===== config.mk =====
export PLATFORM = sky130hd
export DESIGN_NAME = stream_burst_arbiter
export DESIGN_NICKNAME = d
export VERILOG_FILES = /design/src/rtl/cf_math_pkg.sv /design/src/rtl/lzc.sv /design/src/rtl/stream_burst_arbiter.sv
export SDC_FILE = /design/constraint.sdc
export NUM_CORES = 1
export LEC_CHECK = 0
export ABC_AREA = 1
export CAP_MARGIN = 20
export CORE_ASPECT_RATIO = 0.6
export CORE_MARGIN = 2
export CORE_UTILIZATION = 30
export DETAILED_ROUTE_END_ITERATION = 10
export PLACE_DENSITY_LB_ADDON = 0.12
export SLEW_MARGIN = 0
export SYNTH_ARGS = -nofsm -noshare
export SYNTH_HDL_FRONTEND = slang
export SYNTH_SLANG_ARGS = --single-unit

===== constraint.sdc =====
create_clock -name clk_i -period 2.7 [get_ports clk_i]
set_clock_uncertainty 0.05 [all_clocks]
set_input_delay 0.54 -clock clk_i [delete_from_list [all_inputs] [get_ports clk_i]]
set_output_delay 0.54 -clock clk_i [all_outputs]
set_load 0.01 [all_outputs]

===== src/rtl/cf_math_pkg.sv =====
// Shared arithmetic helpers for sizing index and counter fields.
package cf_math_pkg;

   // Bits needed to index num_idx items; a single item still gets one bit.
   function automatic int unsigned idx_width(input int unsigned num_idx);
      return (num_idx > 32'd1) ? unsigned'($clog2(num_idx)) : 32'd1;
   endfunction

endpackage


===== src/rtl/lzc.sv =====
// Trailing-zero counter: position of the lowest set bit, plus an all-zero flag.
module lzc
   import cf_math_pkg::*;
#(
   parameter int unsigned WIDTH = 4
) (
   input  logic [WIDTH-1:0]            in_i,
   output logic [idx_width(WIDTH)-1:0] cnt_o,
   output logic                        empty_o
);

   localparam int unsigned CntWidth = idx_width(WIDTH);

   // Scanning downwards leaves the lowest set bit as the final assignment.
   always_comb begin
      cnt_o = '0;
      for (int unsigned i = WIDTH; i > 0; i--) begin
         if (in_i[i-1]) cnt_o = CntWidth'(i - 1);
      end
   end

   assign empty_o = ~|in_i;

endmodule


===== src/rtl/stream_burst_arbiter.sv =====
// Round-robin stream arbiter that keeps a granted requester for up to MaxBurst beats.
module stream_burst_arbiter
   import cf_math_pkg::*;
#(
   parameter int unsigned NumReq    = 4,
   parameter int unsigned DataWidth = 32,
   parameter int unsigned MaxBurst  = 4
) (
   input  logic                         clk_i,
   input  logic                         rst_i,
   input  logic [DataWidth-1:0]         inp_data_i [NumReq],
   input  logic [NumReq-1:0]            inp_valid_i,
   output logic [NumReq-1:0]            inp_ready_o,
   output logic [DataWidth-1:0]         oup_data_o,
   output logic [idx_width(NumReq)-1:0] oup_idx_o,
   output logic                         oup_valid_o,
   input  logic                         oup_ready_i
);

   localparam int unsigned IdxWidth  = idx_width(NumReq);
   localparam int unsigned BeatWidth = $clog2(MaxBurst + 1);

   typedef enum logic {
      StIdle,
      StOwn
   } state_e;

   state_e                 state_q, state_d;
   logic [IdxWidth-1:0]    rr_ptr_q, rr_ptr_d;
   logic [IdxWidth-1:0]    owner_q, owner_d;
   logic [BeatWidth-1:0]   beat_cnt_q, beat_cnt_d;

   logic [NumReq-1:0]      rot_valid;
   logic [IdxWidth-1:0]    rot_cnt;
   logic                   rot_empty;
   logic [IdxWidth-1:0]    sel;
   logic [IdxWidth-1:0]    idx;
   logic                   valid;
   logic [BeatWidth-1:0]   beat_inc;

   // Modulo-NumReq add; both operands are below NumReq, so one subtraction suffices.
   function automatic logic [IdxWidth-1:0] wrap_add(input logic [IdxWidth-1:0] a,
                                                    input logic [IdxWidth-1:0] b);
      logic [IdxWidth:0] s;
      s = {1'b0, a} + {1'b0, b};
      if (s >= (IdxWidth+1)'(NumReq)) s = s - (IdxWidth+1)'(NumReq);
      return s[IdxWidth-1:0];
   endfunction

   always_comb begin
      rot_valid = '0;
      for (int unsigned j = 0; j < NumReq; j++) begin
         rot_valid[j] = inp_valid_i[wrap_add(rr_ptr_q, IdxWidth'(j))];
      end
   end

   lzc #(
      .WIDTH (NumReq)
   ) u_lzc (
      .in_i    (rot_valid),
      .cnt_o   (rot_cnt),
      .empty_o (rot_empty)
   );

   assign sel      = wrap_add(rr_ptr_q, rot_cnt);
   assign beat_inc = BeatWidth'(beat_cnt_q + BeatWidth'(1));

   always_comb begin
      state_d    = state_q;
      rr_ptr_d   = rr_ptr_q;
      owner_d    = owner_q;
      beat_cnt_d = beat_cnt_q;
      idx        = sel;
      valid      = 1'b0;

      unique case (state_q)
         StIdle: begin
            idx   = sel;
            valid = ~rot_empty;
            if (valid) begin
               if (oup_ready_i && (MaxBurst == 1)) begin
                  rr_ptr_d = wrap_add(sel, IdxWidth'(1));
               end else begin
                  // A stalled first beat also locks the owner so the output stays stable.
                  state_d    = StOwn;
                  owner_d    = sel;
                  beat_cnt_d = oup_ready_i ? BeatWidth'(1) : '0;
               end
            end
         end
         StOwn: begin
            idx   = owner_q;
            valid = inp_valid_i[owner_q];
            if (!valid) begin
               state_d    = StIdle;
               rr_ptr_d   = wrap_add(owner_q, IdxWidth'(1));
               beat_cnt_d = '0;
            end else if (oup_ready_i) begin
               if (beat_inc == BeatWidth'(MaxBurst)) begin
                  state_d    = StIdle;
                  rr_ptr_d   = wrap_add(owner_q, IdxWidth'(1));
                  beat_cnt_d = '0;
               end else begin
                  beat_cnt_d = beat_inc;
               end
            end
         end
         default: state_d = StIdle;
      endcase

      if (rst_i) begin
         valid = 1'b0;
         idx   = '0;
      end
   end

   always_comb begin
      inp_ready_o = '0;
      if (valid && oup_ready_i) inp_ready_o[idx] = 1'b1;
   end

   assign oup_valid_o = valid;
   assign oup_idx_o   = idx;
   assign oup_data_o  = inp_data_i[idx];

   always_ff @(posedge clk_i) begin
      if (rst_i) begin
         state_q    <= StIdle;
         rr_ptr_q   <= '0;
         owner_q    <= '0;
         beat_cnt_q <= '0;
      end else begin
         state_q    <= state_d;
         rr_ptr_q   <= rr_ptr_d;
         owner_q    <= owner_d;
         beat_cnt_q <= beat_cnt_d;
      end
   end

endmodule


==> impl_metrics.csv <==
group,metric,value,unit
power,power,4400,uW
routing,via_per_inst,4.79,
yosys,synth_edf_count,0,
global_routing,grt_pass1_vias,3283,
floorplanning,die_h,68.3,um
yosys,synth_area_leaders,"nand2_1, nand3_1, dfxtp_1, nor2_1, buf_2",
routing,num_vias,3547,
yosys,yosys_warnings,0,
sta,finalHoldViolCount,0,
finish,drive_above_1_share,24.5,%
run_status,violations,"negative setup slack",
clocking,clkSinkCount,8,
setup_path,crit_top_cell,"nand2_2",
routing,routedWlPerCell,14.0,um
sta,post-route-period-util,114,%
floorplanning,die_w,111,um
finish,layout.nets,793,
routing,wl,10.3,mm
yosys,ys_seq_elements,8,
setup_path,cp_slowest_cell,"dfxtp_4",
setup_path,crit_chain,"inv_8, nand2_2, nand2_2, nand2_1, nand2_2, a21oi_2, nor2_2, ha_4, nor2_4, nor3_4, buf_12, buf_12, buf_16, nand2_1, nand2_1, nand3_1, nand2_2, buf_6",
setup_path,path_class,"reg2out",
setup_path,crit_family,"simple AND/OR/NAND/NOR gates",
yosys,ys_async_sr_fraction,0,%
routing,first_iter_violations,295,
yosys,ys.flop_type,"dfxtp_1",
power,ir_drop,0.517,mV
setup_path,path_max_fanout,8,
placement,hpwl,7.15,mm
global_routing,grt_max_degree,31,
routing,route.detailed.drc,0,
yosys,synth_common_cells,"nand2_1, nand3_1, nor2_1",
run_status,outcome,"finished with violations",
placement,placed_cells,717,
finish,diodes,0,
sta,fmax,324,MHz
global_routing,grt_first_pass_wirelength,15.6,mm
floorplanning,rows,23,
setup_path,arrival,2.50,ns
yosys,ys_types,24,
finish,fin_cells,740,
yosys,seq_area_frac_synth,7.74,%
global_routing,antenna_found_initial,0,
sta,max-slew-margin-rel,74.4,%
clocking,clk_latency,0.23,ns
setup_path,worstPathRequired,2.11,ns
sta,setup_slack,-0.390,ns
global_routing,track_usage,25.1,%
sta,worstMarginPinSlew,0.380,ns
yosys,yosysTopAreaCell,"nand2_1",
finish,multiInputGateArea,1880,um2
yosys,postSynthCellCount,457,
placement,portBuffers,173,
placement,gp_congestion,0.869,
sta,setup_viol,38,
clocking,cts_inserted_buffers,3,
yosys,synthesis.nets,595,
floorplanning,ios,174,
power,powerDensity,953,nW/um2
clocking,cts_tree,"done",
yosys,synth.avg_cell_area,4.53,um2
finish,seq_area,165,um2
setup_path,path_buf_inv,5,
finish,nFillCells,585,
finish,synthToLayoutAreaGrowth,123,%
routing,dr.pass1.iters,5,
clocking,clk_pin_slew,0.03,ns
setup_path,cp-end-kind,"primary output",
clocking,cts_hold_buf,0,
routing,antenna_left,0,
yosys,yosysTopAreaCellShare,56.6,%
global_routing,grt-ovfl-total,0,
floorplanning,start_util,31.0,%
hold_path,min_path_type,"reg2reg",
setup_path,max_stage_delay,0.42,ns
job,max-cap-violations,0,
setup_path,cp-start-kind,"flop",
power,power_leakage,0.00242,uW
sta,grt_setup_unrepaired,"yes",
sta,finalCriticalPeriod,3.09,ns
floorplanning,core_area,6680,um2
floorplanning,die-area,7600,um2
clocking,root_buffer,"clkbuf_16",
yosys,netlist_area,2070,um2
yosys,synth.most_common_cell,"nand2_1",
clocking,htree_levels,1,
clocking,cts_buffer_depth,2,
sta,slew_violations,0,
-- power breakdown --
| part | internal [uW] | switching (uW) | total [uW] |
|---|---|---|---|
| registers | 162 | 57.3 | 220 |
| logic | 1920 | 2020 | 3940 |
| clock network | 190 | 52.0 | 242 |
-- final cells by class --
type | count | area share (%)
multi-input combinational | 403 | 40.8
clock buffer | 3 | 1.63
tap | 87 | 2.36
timing repair buffer | 219 | 49.1
sequential | 8 | 3.58
inverter | 20 | 2.52
-- registers in the layout, summed over array words and instances, names as in the netlist --
name        count
beat_cnt_q      3
owner_q         2
rr_ptr_q        2
state_q         1
-- worst paths after layout --
path / cells after the start / slack [ns] / startpoint / end
min: 2 / 0.42 / beat_cnt_q[2] / beat_cnt_q[2]
max reg2reg: 17 / 0.50 / rr_ptr_q[0] / beat_cnt_q[1]
min reg2reg: 2 / 0.42 / beat_cnt_q[2] / beat_cnt_q[2]
max: 18 / -0.39 / rr_ptr_q[0] / oup_data_o[17]
-- per-stage QoR --
step	setup slack, ns	hold WS, ns	TNS [ns]	util (%)	instance area (um2)
CTS	-0.416	0.426	-13.90	67.1	4480
global placement	-1.25	0.417	-45.62	62.0	4140
floorplan	-0.0160	0.397	-0.332	-	2170
finish	-0.390	0.419	-13.02	69.1	4610
global route	-0.536	0.452	-18.20	69.1	4610
detailed placement	-1.33	0.417	-48.42	62.0	4140
-- routing by layer --
metal  GRT usage, %  part of all wire [%]  up-vias
li1               -                     -     1803
met1           33.2                    44     1549
met2           43.2                    46      174
met3           4.69                   7.9       21
met4           5.71                   1.7        0
met5              0                     0        -
-- kinds of logic after synthesis --
group | count (synthesis) | share of synthesized area, %
xor+xnor | 2 | 0.847
fa+ha+maj | 3 | 1.82
flops | 8 | 7.74
compound gates | 16 | 3.87
buf+inv | 46 | 11.2
simple gates | 382 | 74.5
-- worst register-to-register path, cell delays in order (launching register included) --
cell	delay (ns)
dfxtp_4	0.38
buf_6	0.15
nand2_2	0.06
nand2_2	0.05
nand2_1	0.08
nand2_2	0.06
buf_4	0.12
buf_4	0.13
nor2_4	0.12
buf_4	0.12
buf_4	0.11
nand3_4	0.08
buf_6	0.14
buf_4	0.13
nand2_1	0.14
nand2_1	0.07
nand2_1	0.06
nor2_1	0.04
-- repair_timing --
item                       in CTS  in global routing
pin swaps                      37                 10
cloned                          8                  0
setup endpoints to repair      39                 39
setup buffers                   6                  6
gates resized for setup       221                 20
-- cell usage in the layout, fill, tap and decap left out, types with 2 or more instances in the layout --
| cell | instances |
|---|---|
| nor2_4 | 2 |
| nand3_2 | 2 |
| nand3_4 | 2 |
| nand4_1 | 3 |
| nor2_1 | 14 |
| buf_16 | 8 |
| nor2_2 | 3 |
| nand2_2 | 37 |
| inv_4 | 3 |
| buf_6 | 17 |
| ha_1 | 2 |
| o21ai_0 | 7 |
| inv_6 | 2 |
| a21oi_1 | 7 |
| clkdlybuf4s50_1 | 130 |
| nand2_4 | 6 |
| buf_12 | 9 |
| buf_4 | 23 |
| dfxtp_1 | 6 |
| buf_2 | 29 |
| clkbuf_16 | 3 |
| inv_1 | 11 |
| nand2_1 | 273 |
| nand3_1 | 38 |
| inv_2 | 2 |
(Power assumes the default switching activity.)
